`config.mk`:
```
export PLATFORM = sky130hd
export DESIGN_NAME = u_rec
export DESIGN_NICKNAME = d
export VERILOG_FILES = /design/src/rtl/u_rec.sv
export SDC_FILE = /design/constraint.sdc
export NUM_CORES = 1
export LEC_CHECK = 0
export CORE_AREA = 5 5 59 61
export CTS_BUF_LIST = sky130_fd_sc_hd__clkbuf_16
export CTS_CLUSTER_SIZE = 10
export DETAILED_ROUTE_END_ITERATION = 8
export DIE_AREA = 0 0 64 66
export PLACE_DENSITY = 0.76
export REMOVE_ABC_BUFFERS = 1
export SYNTH_ARGS = -nofsm -noshare
export SYNTH_HDL_FRONTEND = slang
export SYNTH_SLANG_ARGS = --single-unit
```
`constraint.sdc`:
```
create_clock -name sys_clk -period 2 [get_ports sys_clk]
set_input_delay 0.5 -clock sys_clk [delete_from_list [all_inputs] [get_ports sys_clk]]
set_output_delay 0.5 -clock sys_clk [all_outputs]
set_load 0.01 [all_outputs]
```
`src/rtl/u_rec.sv`:
```
// u_rec: oversampling UART receiver (8N1, LSB first).
// The line is double-flopped before use. A falling edge starts a frame.
// The start bit is re-checked at its midpoint, which rejects short glitches.
// Data and stop bits are then sampled once per OVERSAMPLE cycles, at bit centre.
module u_rec #(
  parameter int OVERSAMPLE = 16
) (
  input  logic       sys_clk,
  input  logic       sys_rst_l,
  input  logic       uart_in,
  output logic [7:0] rec_data,
  output logic       rec_ready,
  output logic       frame_err,
  output logic       rec_busy
);

  // Output handshake: rec_ready is a one-cycle valid strobe with no back-pressure.
  // rec_data changes only on the same edge that raises rec_ready, and holds until
  // the next good frame. frame_err is an independent one-cycle strobe and never
  // coincides with rec_ready.

  localparam int CW = (OVERSAMPLE > 2) ? $clog2(OVERSAMPLE) : 1;
  localparam logic [CW-1:0] HALF_M1 = CW'(OVERSAMPLE / 2 - 1);
  localparam logic [CW-1:0] LAST    = CW'(OVERSAMPLE - 1);

  typedef enum logic [2:0] {
    IDLE    = 3'd0,
    START   = 3'd1,
    DATA    = 3'd2,
    STOP    = 3'd3,
    WAIT_HI = 3'd4
  } state_t;

  state_t          state, state_nxt;
  logic [CW-1:0]   cnt, cnt_nxt;
  logic [2:0]      bit_idx, bit_idx_nxt;
  logic [7:0]      shreg, shreg_nxt;
  logic [7:0]      rec_data_nxt;
  logic            ready_nxt, ferr_nxt;
  logic            sync1, sin, sin_d;

  // Two-flop synchronizer plus one delayed copy for falling-edge detection.
  always_ff @(posedge sys_clk) begin
    if (!sys_rst_l) begin
      sync1 <= 1'b1;
      sin   <= 1'b1;
      sin_d <= 1'b1;
    end else begin
      sync1 <= uart_in;
      sin   <= sync1;
      sin_d <= sin;
    end
  end

  // State, counters, shift register and registered output strobes.
  always_ff @(posedge sys_clk) begin
    if (!sys_rst_l) begin
      state     <= IDLE;
      cnt       <= '0;
      bit_idx   <= 3'd0;
      shreg     <= 8'h00;
      rec_data  <= 8'h00;
      rec_ready <= 1'b0;
      frame_err <= 1'b0;
    end else begin
      state     <= state_nxt;
      cnt       <= cnt_nxt;
      bit_idx   <= bit_idx_nxt;
      shreg     <= shreg_nxt;
      rec_data  <= rec_data_nxt;
      rec_ready <= ready_nxt;
      frame_err <= ferr_nxt;
    end
  end

  // Next-state logic. The line is only examined at the sample points.
  always_comb begin
    state_nxt    = state;
    cnt_nxt      = cnt;
    bit_idx_nxt  = bit_idx;
    shreg_nxt    = shreg;
    rec_data_nxt = rec_data;
    ready_nxt    = 1'b0;
    ferr_nxt     = 1'b0;
    case (state)
      IDLE: begin
        if (sin_d && !sin) begin
          state_nxt = START;
          cnt_nxt   = '0;
        end
      end
      START: begin
        if (cnt == HALF_M1) begin
          cnt_nxt = '0;
          if (!sin) begin
            state_nxt   = DATA;
            bit_idx_nxt = 3'd0;
          end else begin
            // The line went back high: treat it as a glitch, not a start bit.
            state_nxt = IDLE;
          end
        end else begin
          cnt_nxt = cnt + 1'b1;
        end
      end
      DATA: begin
        if (cnt == LAST) begin
          cnt_nxt     = '0;
          shreg_nxt   = {sin, shreg[7:1]};
          bit_idx_nxt = bit_idx + 3'd1;
          if (bit_idx == 3'd7) begin
            state_nxt = STOP;
          end
        end else begin
          cnt_nxt = cnt + 1'b1;
        end
      end
      STOP: begin
        if (cnt == LAST) begin
          cnt_nxt = '0;
          if (sin) begin
            rec_data_nxt = shreg;
            ready_nxt    = 1'b1;
            state_nxt    = IDLE;
          end else begin
            // Broken frame: keep the old byte and wait for the line to recover.
            ferr_nxt  = 1'b1;
            state_nxt = WAIT_HI;
          end
        end else begin
          cnt_nxt = cnt + 1'b1;
        end
      end
      WAIT_HI: begin
        if (sin) begin
          state_nxt = IDLE;
        end
      end
      default: begin
        state_nxt = IDLE;
      end
    endcase
  end

  // The receiver is busy whenever the FSM is not in IDLE.
  always_comb begin
    rec_busy = (state != IDLE);
  end

endmodule
```
==> results of run 1 <==
==> critical path, delay by kind of cell, from the launching register on <==
kind                   cells  cell delay [ns]
AND/OR/NAND/NOR            1             0.37
flip-flops                 1             0.36
buffers and inverters      1             0.29
==> Yosys cell counts, types with 2 or more instances <==
master,number
sky130_fd_sc_hd__dfxtp_1,31
sky130_fd_sc_hd__nand2_1,22
sky130_fd_sc_hd__a21oi_1,15
sky130_fd_sc_hd__nor2_1,15
sky130_fd_sc_hd__mux2i_1,9
sky130_fd_sc_hd__nand3_1,5
sky130_fd_sc_hd__buf_2,4
sky130_fd_sc_hd__ha_1,3
sky130_fd_sc_hd__nand2b_1,3
sky130_fd_sc_hd__o21ai_1,3
sky130_fd_sc_hd__a2111o_1,2
sky130_fd_sc_hd__clkbuf_1,2
sky130_fd_sc_hd__inv_1,2
sky130_fd_sc_hd__nor3_1,2
sky130_fd_sc_hd__or3_1,2
==> worst max path at each step <==
stage	slack [ns]	to	start	cells past startpoint
after global routing	0.17	rec_busy	state[2]	2
after CTS	0.19	rec_busy	state[2]	2
after global placement	0.29	rec_busy	state[2]	2
after detailed placement	0.24	rec_busy	state[2]	2
after floorplan	0.37	rec_data[0]	cnt[0]	5
final	0.21	rec_busy	state[2]	2
==> logic make-up after synthesis <==
family          count (synthesis)  share of synthesized area (%)
xor+xnor                        2                          1.403
compound gates                 28                          13.73
flops                          31                          49.70
mux                             9                          7.215
fa+ha+maj                       3                          3.006
buf+inv                         9                          3.708
simple gates                   56                          21.24
==> metrics by stage <==
stage / instance area (µm²) / instances / hold slack [ns] / total power, W / setup slack, ns
floorplan: 1210 / 131 / 0.3863 / 0.0006720 / 0.3690
global placement: 1419 / 182 / 0.3914 / 0.0006915 / 0.2854
detailed placement: 1419 / 182 / 0.3986 / 0.0006942 / 0.2388
CTS: 1555 / 190 / 0.4098 / 0.001390 / 0.1910
global route: 1555 / 190 / 0.4520 / 0.001416 / 0.1740
finish: 1555 / 190 / 0.4045 / 0.001367 / 0.2090
==> final cells by class <==
cell class              instances  area [µm²]  share of cell area (%)
flip-flops and latches         31       621.8                   39.98
repair buffers                 18       166.4                   10.70
clock buffers                   5       125.1                   8.045
multi-input cells              98       581.8                   37.41
inverters                       2       7.507                  0.4827
clock inverters                 3       11.26                  0.7241
well taps                      33       41.29                   2.655
==> report_power, final <==
part	leakage [nW]	switching [W]	total (W)	internal, W
Combinational	0.319	0.0000291	0.0000524	0.0000233
Clock	0.0701	0.000240	0.000686	0.000445
Sequential	0.251	0.00000409	0.000629	0.000625
==> registers in the layout (all words and copies together) (netlist names) <==
register and count:
bit_idx 3, cnt 4, frame_err 1, rec_data 8
rec_ready 1, shreg 8, sin 1, sin_d 1
state 3, sync1 1
==> metal layers <==
metal / vias to the layer above / part of all wire [%] / wire length, µm
li1: 509 / - / -
met1: 455 / 45 / 1059
met2: 21 / 49 / 1149
met3: 6 / 4.5 / 106
met4: 0 / 1.9 / 44
met5: - / 0 / 0
==> what timing repair did <==
item / in CTS / in global routing
endpoints found under the setup margin: 1 / 0
buffers inserted: 0 / 0
endpoints found under the hold margin: 0 / 0
gates resized for setup: 2 / 0
==> impl_summary.txt, run 1 <==
----------------------------------------------------
[Clock tree]
  Total clock sinks ... 31
  Insertion delay to the later sink of the worst-skew pair ... 0.27 ns
  Number of H-tree levels ... 2
  Buffer type at the clock tree root ... sky130_fd_sc_hd__clkbuf_16
  Clock edge transition at the registers on the reported setup and hold paths ... 0.05 ns
  Count of hold buffers inserted by post-cts repair ... 0
  Number of buffers on the longest clock path ... 2
  TritonCTS Buffers ... 5
  TritonCTS clock tree ... yes

[Routing]
  Vias after detailed routing ... 991
  DRT Wirelength ... 2360 µm
  Number of violations reported at the end of detailed-routing iteration 0 ... 56
  Wire length per cell ... 12.42 µm
  Routed Antenna Nets ... 0
  Number of design rule violations left after detail routing ... 0
  Detailed-router iteration count before antenna repair ... 4
  Via/cell ratio ... 5.216

[Timing]
  Final hold violations ... 0
  TNS Setup ... 0 ns
  Setup repair after global routing missed its margin ... no
  Count of endpoints failing setup in the final report ... 0
  Maximum clock frequency ... 0.5583 GHz
  Post-route fraction of the period consumed by the critical path ... 89.55%
  Number of max-slew violations in the final report ... 0
  Layout Skew ... 0.003882 ns
  Slew HR ... 75.05%
  Fin crit period ... 1.791 ns
  Least-Margin Pin Slew ... 0.3714 ns

[Floorplanning]
  Overall die area ... 4224 µm²
  Cell row count ... 20
  Core Footprint ... 2928 µm²
  Ports placed on the boundary ... 14
  Chip height ... 66 µm
  Starting utilization of the core area ... 42.65%
  Chip Width ... 64 µm

[Global route]
  Global Route Usage Sum ... 12.62%
  Vias in the first global route ... 955
  Global routing met3 resource utilization ... 4.082%
  Antenna violations before repair ... 0
  Met1 Usage GRT ... 13.90%
  Global-route met2 utilization ... 20.85%
  First-pass GRT wire length ... 4140 µm
  Maximum number of pins on one net before global-route repair ... 25
  Leftover overflow at the end of global routing ... 0
  Gr busiest metal ... met2

[Synthesis]
  Synth Warn # ... 0
  Gate count after technology mapping ... 138
  Post-synth cell types ... 33
  Synthesized area per cell ... 9.049 µm²
  Async set-or-reset flop fraction in the synthesized netlist ... 0%
  Fraction of the yosys area taken by sequential cells ... 49.70%
  Area fraction of the dominant cell type after synthesis ... 49.70%
  Top flip-flop cell by instance count after synthesis ... sky130_fd_sc_hd__dfxtp_1
  Cell Area, Synth ... 1249 µm²
  Number of synthesized register bits ... 31
  Largest cells by area after synthesis ... sky130_fd_sc_hd__dfxtp_1, sky130_fd_sc_hd__mux2i_1, sky130_fd_sc_hd__nand2_1
  Largest area contributor in the synthesized netlist ... sky130_fd_sc_hd__dfxtp_1
  Number of synthesized flops with an enable pin ... 0

[Worst setup path]
  Crit path kind ... reg2out
  Worst R2R Path Depth ... 5
  Max Fanout on Critical Path ... 10
  Worst EP required ... 1.50 ns
  Arrival time of the worst setup path ... 1.29 ns
  Crit-path cells ... or3_1 > dlygate4sd2_1
  Crit-path slowest cell ... sky130_fd_sc_hd__or3_1
  Setup slack, reg-to-reg ... 0.37 ns
  CP endpoint kind ... output port
  Critical register-to-register path endpoint ... bit_idx[0]
  R2R Path Start ... cnt[0]
  Startpoint type of the worst setup path ... register
  Longest individual stage delay on the worst path ... 0.37 ns

[Worst hold path]
  Endpoint, Worst Hold ... sin
  Worst hold path depth ... 1
  Hold Path Origin ... sync1
  Path class of the lowest-slack min-delay path ... reg2reg

[Layout]
  Final Core Density ... 53.12%
  Final-layout fill cell count ... 270
  Most common cell after layout, fill and taps aside ... sky130_fd_sc_hd__dfxtp_1
  Fraction of layout cells with a size suffix above 1 ... 8.280%
  Most frequent cells in the layout ... sky130_fd_sc_hd__dfxtp_1, sky130_fd_sc_hd__nand2_1, sky130_fd_sc_hd__nor2_1, sky130_fd_sc_hd__a21oi_1, sky130_fd_sc_hd__clkdlybuf4s50_1
  Antenna diodes ... 0
  Net count, final ... 162
  Growth of design area from synthesis to finish ... 24.55%

[Pwr]
  PwrDens ... 879.0 nW/µm²
  Leak Pwr ... 0.6397 nW
  Peak ir drop on the vdd network ... 0.6299 mV

[Placed design]
  DP HPWL ... 1701 µm
  Number of buffers inserted by port buffering ... 13
  RePlAce Congestion ... 0.7753

[Run]
  Max Cap Violations ... 0

[Status]
  Run status ... finished clean

----------------------------------------------------
Power figures use the tool's default switching activity.
==> run 2, diff against run 1 <==
CORE_AREA = 5 5 55 57   (was 5 5 59 61)
CTS_CLUSTER_SIZE = 20   (was 10)
DIE_AREA = 0 0 60 62   (was 0 0 64 66)
GPL_ROUTABILITY_DRIVEN = 1   (was not set)
PLACE_DENSITY = 0.85   (was 0.76)
==> run 2 against run 1 <==
  * Maximum frequency grew 6.3%
  * Clock power shrank 2%
  * Clock skew shrank 0.0012 ns
  * Final area shrank 0.16%
  * Non-clock buffer count is the same
  * Via count shrank 0.40%
  * Die area shrank 12%
  * Clock-buffer cell count is the same
  * Utilization grew 11 points
==> impl_summary.txt, run 2 (synthesis results as in run 1) <==
----------------------------------------------------
[Clock tree]
  TritonCTS Buffers ... 5
  Buffer type at the clock tree root ... sky130_fd_sc_hd__clkbuf_16
  Number of H-tree levels ... 2
  Post-cts sizing count ... 1
  Number of buffers on the longest clock path ... 2
  Count of hold buffers inserted by post-cts repair ... 0
  Total clock sinks ... 31
  Number of post-CTS setup repair buffers ... 0
  Insertion delay to the later sink of the worst-skew pair ... 0.27 ns
  Clock edge transition at the registers on the reported setup and hold paths ... 0.05 ns
  TritonCTS clock tree ... yes

[Pwr]
  Switching power of the nets ... 0.0002634 W
  Int Power ... 0.001093 W
  Leak Pwr ... 0.6496 nW
  PwrDens ... 873.5 nW/µm²
  Comb power frac ... 3.9%
  Total power draw ... 0.001356 W
  Portion of total power attributed to the clock network ... 49.8%
  Switching part of the total ... 19.42%
  Peak ir drop on the vdd network ... 0.8482 mV
  Share of power burned in registers ... 46.4%

[Floorplanning]
  Cell row count ... 18
  Chip Width ... 60 µm
  Starting utilization of the core area ... 51.34%
  Core Footprint ... 2432 µm²
  Chip height ... 62 µm
  Overall die area ... 3720 µm²
  Ports placed on the boundary ... 14

[Timing]
  TNS Setup ... 0 ns
  Number of max-slew violations in the final report ... 0
  Count of endpoints failing setup in the final report ... 0
  Setup WS post-layout ... 0.3144 ns
  Fin crit period ... 1.686 ns
  Final-layout worst hold slack ... 0.4239 ns
  Maximum clock frequency ... 0.5933 GHz
  Setup repair after global routing missed its margin ... no
  Slew HR ... 72.51%
  Layout Skew ... 0.002644 ns
  Post-route fraction of the period consumed by the critical path ... 84.28%
  Final hold violations ... 0
  Least-Margin Pin Slew ... 0.4092 ns

[Worst hold path]
  Path class of the lowest-slack min-delay path ... reg2reg

[Global route]
  Vias in the first global route ... 950
  Leftover overflow at the end of global routing ... 0
  First-pass GRT wire length ... 4167 µm
  Antenna violations before repair ... 0
  Global Route Usage Sum ... 15.51%
  Maximum number of pins on one net before global-route repair ... 25

[Worst setup path]
  Max Fanout on Critical Path ... 11
  Arrival time of the worst setup path ... 1.87 ns
  Startpoint type of the worst setup path ... register
  Crit path kind ... reg2reg
  Worst EP required ... 2.18 ns
  CP endpoint kind ... register

[Routing]
  Number of design rule violations left after detail routing ... 0
  Routed Antenna Nets ... 0
  Vias after detailed routing ... 987
  Via/cell ratio ... 5.306
  Number of violations reported at the end of detailed-routing iteration 0 ... 28
  DRT Wirelength ... 2346 µm
  Detailed-router iteration count before antenna repair ... 4
  Wire length per cell ... 12.61 µm

[Layout]
  Net count, final ... 162
  Fraction of layout cells with a size suffix above 1 ... 8.974%
  Most frequent cells in the layout ... sky130_fd_sc_hd__dfxtp_1, sky130_fd_sc_hd__nand2_1, sky130_fd_sc_hd__nor2_1, sky130_fd_sc_hd__a21oi_1, sky130_fd_sc_hd__clkdlybuf4s50_1
  Final standard cell count with taps included and fillers excluded ... 186
  Antenna diodes ... 0
  Most common cell after layout, fill and taps aside ... sky130_fd_sc_hd__dfxtp_1
  Registers with the most flip-flops ... rec_data: 8 flops, shreg: 8 flops, cnt: 4 flops
  Growth of design area from synthesis to finish ... 24.35%

[Placed design]
  RePlAce Congestion ... 0.8192
  DP HPWL ... 1561 µm
  Number of cells in the design after placement ... 179
  Number of buffers inserted by port buffering ... 13
  Worst slack at placement ... 0.2570 ns

[Run]
  Max Cap Violations ... 0

[Status]
  Run status ... finished clean

----------------------------------------------------
run 2: cell types whose count changed in the layout (fill, tap and decap cells not counted):
cell	before	now
sky130_fd_sc_hd__clkinv_2	0	1
sky130_fd_sc_hd__clkinv_1	2	1
sky130_fd_sc_hd__inv_1	3	2
sky130_fd_sc_hd__dlymetal6s2s_1	0	1
sky130_fd_sc_hd__dlygate4sd2_1	1	0
run 2: metal layers:
layer	wire, µm	track usage (%)	vias to the layer above
met4	63	10.76	0
met2	1170	24.23	11
met1	1046	17.97	454
met5	0	0	-
met3	66	5.165	6
li1	-	-	516
run 2: stage by stage:
step / utilization (%) / instance area, µm²
6_report: 63.84 / 1553
5_1_grt: 63.84 / 1553
4_1_cts: 63.73 / 1550
3_5_place_dp: 58.18 / 1415
3_3_place_gp: 58.18 / 1415
2_1_floorplan: - / 1210
run 2: final timing paths:
kind	from	endpoint	slack [ns]	depth (start not counted)
hold reg to reg	sync1	sin	0.42	1
setup reg to reg	cnt[0]	bit_idx[0]	0.31	5
setup / recovery	cnt[0]	bit_idx[0]	0.31	5
hold / removal	sync1	sin	0.42	1
run 2: power by group through the flow:
stage	combinational [W]	clock (W)	sequential [W]
2_1_floorplan	0.0000297	0	0.000642
3_3_place_gp	0.0000513	0	0.000640
3_5_place_dp	0.0000526	0	0.000641
4_1_cts	0.0000528	0.000694	0.000629
5_1_grt	0.0000577	0.000732	0.000628
6_report	0.0000524	0.000675	0.000629
run 2: area by class of cell:
cell class,count,area [µm²]
well taps,30,37.54
fillers,201,879.6
repair buffers,18,170.2
clock buffers,5,125.1
flip-flops and latches,31,621.8
multi-input cells,98,581.8
clock inverters,2,8.758
inverters,2,7.507
run 2: critical path: stages, from the launching register on:
cell	delay, ns
sky130_fd_sc_hd__dfxtp_1	0.36
sky130_fd_sc_hd__ha_1	0.24
sky130_fd_sc_hd__and4b_1	0.28
sky130_fd_sc_hd__and3_1	0.41
sky130_fd_sc_hd__nor2_1	0.09
sky130_fd_sc_hd__a211oi_1	0.21
==> run 3, diff against run 2 <==
clock period = 1.7 ns   (was 2 ns; I/O delays follow)
==> run 3 against run 2 <==
  * Cell count up 1.6%
  * Total power up 29%
  * Clock power up 41%
  * Worst setup slack worse by 0.25 ns
  * Final area up 2.8%
  * Register-to-register slack worse by 0.19 ns
  * Sequential power up 18%
  * Via count up 0.10%
  * Routed wire length down 3.2%
  * Clock-buffer cell count unchanged
==> impl_summary.txt, run 3 (synthesis results as in run 1) <==
----------------------------------------------------
[Pwr]
  Comb power frac ... 3.6%
  Leak Pwr ... 0.6652 nW
  Share of power burned in registers ... 42.2%
  Portion of total power attributed to the clock network ... 54.3%
  Int Power ... 0.001438 W
  Switching power of the nets ... 0.0003165 W
  PwrDens ... 1099 nW/µm²
  Peak ir drop on the vdd network ... 1.043 mV
  Total power draw ... 0.001755 W
  Switching part of the total ... 18.04%

[Worst setup path]
  CP endpoint kind ... output port
  Critical register-to-register path endpoint ... shreg[7]
  Worst R2R Path Depth ... 6
  Crit-path slowest cell ... sky130_fd_sc_hd__or3_1
  Arrival time of the worst setup path ... 1.21 ns
  CP Capture Point ... rec_busy
  R2R Path Start ... cnt[0]
  Crit-path cells ... or3_1 > dlygate4sd2_1
  Crit path from ... state[2]
  Setup slack, reg-to-reg ... 0.12 ns
  Max Fanout on Critical Path ... 2
  Worst EP required ... 1.27 ns
  Longest individual stage delay on the worst path ... 0.35 ns
  Startpoint type of the worst setup path ... register
  Crit path kind ... reg2out

[Layout]
  Net count, final ... 165
  Registers with the most flip-flops ... rec_data: 8 flops, shreg: 8 flops, cnt: 4 flops
  Antenna diodes ... 0
  Most common cell after layout, fill and taps aside ... sky130_fd_sc_hd__dfxtp_1
  Growth of design area from synthesis to finish ... 27.86%
  Most frequent cells in the layout ... sky130_fd_sc_hd__dfxtp_1, sky130_fd_sc_hd__nand2_1, sky130_fd_sc_hd__nor2_1, sky130_fd_sc_hd__a21oi_1, sky130_fd_sc_hd__clkdlybuf4s50_1
  Fraction of layout cells with a size suffix above 1 ... 10.69%

[Global route]
  First-pass GRT wire length ... 3926 µm
  Antenna violations before repair ... 0
  Vias in the first global route ... 985
  Leftover overflow at the end of global routing ... 0
  Global Route Usage Sum ... 14.42%
  Maximum number of pins on one net before global-route repair ... 17

[Clock tree]
  Clock edge transition at the registers on the reported setup and hold paths ... 0.05 ns
  TritonCTS clock tree ... yes
  Insertion delay to the later sink of the worst-skew pair ... 0.27 ns
  TritonCTS Buffers ... 5
  Total clock sinks ... 31
  Buffer type at the clock tree root ... sky130_fd_sc_hd__clkbuf_16
  Number of H-tree levels ... 2
  Number of buffers on the longest clock path ... 2

[Placed design]
  Number of buffers inserted by port buffering ... 13
  DP HPWL ... 1602 µm
  RePlAce Congestion ... 0.7821
  Worst slack at placement ... 0.1414 ns

[Routing]
  Number of design rule violations left after detail routing ... 0
  Routed Antenna Nets ... 0
  Vias after detailed routing ... 988
  Number of violations reported at the end of detailed-routing iteration 0 ... 21
  Detailed-router iteration count before antenna repair ... 4
  Via/cell ratio ... 5.228
  Wire length per cell ... 12.02 µm
  DRT Wirelength ... 2271 µm

[Floorplanning]
  Cell row count ... 18
  Ports placed on the boundary ... 14
  Starting utilization of the core area ... 51.34%
  Overall die area ... 3720 µm²
  Core Footprint ... 2432 µm²
  Chip height ... 62 µm
  Chip Width ... 60 µm

[Timing]
  Setup WS post-layout ... 0.06759 ns
  Post-route fraction of the period consumed by the critical path ... 96.02%
  Final hold violations ... 0
  TNS Setup ... 0 ns
  Fin crit period ... 1.632 ns
  Setup repair after global routing missed its margin ... no
  Least-Margin Pin Slew ... 0.4043 ns
  Number of max-slew violations in the final report ... 0
  Final-layout worst hold slack ... 0.4093 ns
  Layout Skew ... 0.003023 ns
  Count of endpoints failing setup in the final report ... 0
  Slew HR ... 72.84%
  Maximum clock frequency ... 0.6126 GHz

[Run]
  Max Cap Violations ... 0

[Worst hold path]
  Path class of the lowest-slack min-delay path ... reg2reg

[Status]
  Run status ... finished clean

----------------------------------------------------
## run 3: cell types whose count changed in the layout (fill, tap and decap cells not counted), sizes merged
cell and change:
inv +1, bufinv +1, buf +3, clkinv -2, dlymetal6s2s -1, dlygate4sd2 +1
## run 3: stage by stage
stage          util, %  instances  cell area, µm²
6_report         65.64        189            1597
5_1_grt          65.64        189            1597
4_1_cts          65.59        189            1595
3_5_place_dp     59.10        182            1438
3_3_place_gp     59.10        182            1438
2_1_floorplan        -        131            1210
## run 3: worst min path at each step
stage                     start  endpoint  slack (ns)  depth (start not counted)
after global placement    sync1       sin        0.39                          1
final                     sync1       sin        0.41                          1
after floorplan           sync1       sin        0.39                          1
after global routing      sync1       sin        0.42                          1
after detailed placement  sync1       sin        0.40                          1
after CTS                 sync1       sin        0.41                          1
## run 3: per-layer routing
layer	routed length, µm	global-route usage, %
met4	83	13.61
met5	0	0
met3	60	3.306
met1	1066	16.31
met2	1060	22.38
## run 3: final cells by class
| class | count | area [µm²] |
|---|---|---|
| clock inverter | 2 | 33.78 |
| multi-input combinational | 98 | 583.1 |
| sequential | 31 | 620.6 |
| timing repair buffer | 21 | 188.9 |
| fill | 193 | 835.8 |
| inverter | 2 | 7.507 |
| tap | 30 | 37.54 |
| clock buffer | 5 | 125.1 |
## run 3: what timing repair did
action,4_1_cts,5_1_grt
endpoints found under the setup margin,1,2
setup buffers,0,0
hold buffers,0,0
pin swaps,0,0
gates resized for setup,1,1
## run 3: power by group through the flow
stage | Sequential, W | Combinational, W | Clock (W)
finish | 0.000740 | 0.0000627 | 0.000953
global route | 0.000739 | 0.0000697 | 0.000999
CTS | 0.000740 | 0.0000623 | 0.000973
detailed placement | 0.000754 | 0.0000632 | 0
global placement | 0.000754 | 0.0000616 | 0
floorplan | 0.000756 | 0.0000349 | 0
## run 3: critical path, delay by kind of cell, from the launching register on
kind	cells	cell delay, ns
flip-flops	1	0.30
buffers and inverters	1	0.29
AND/OR/NAND/NOR	1	0.35
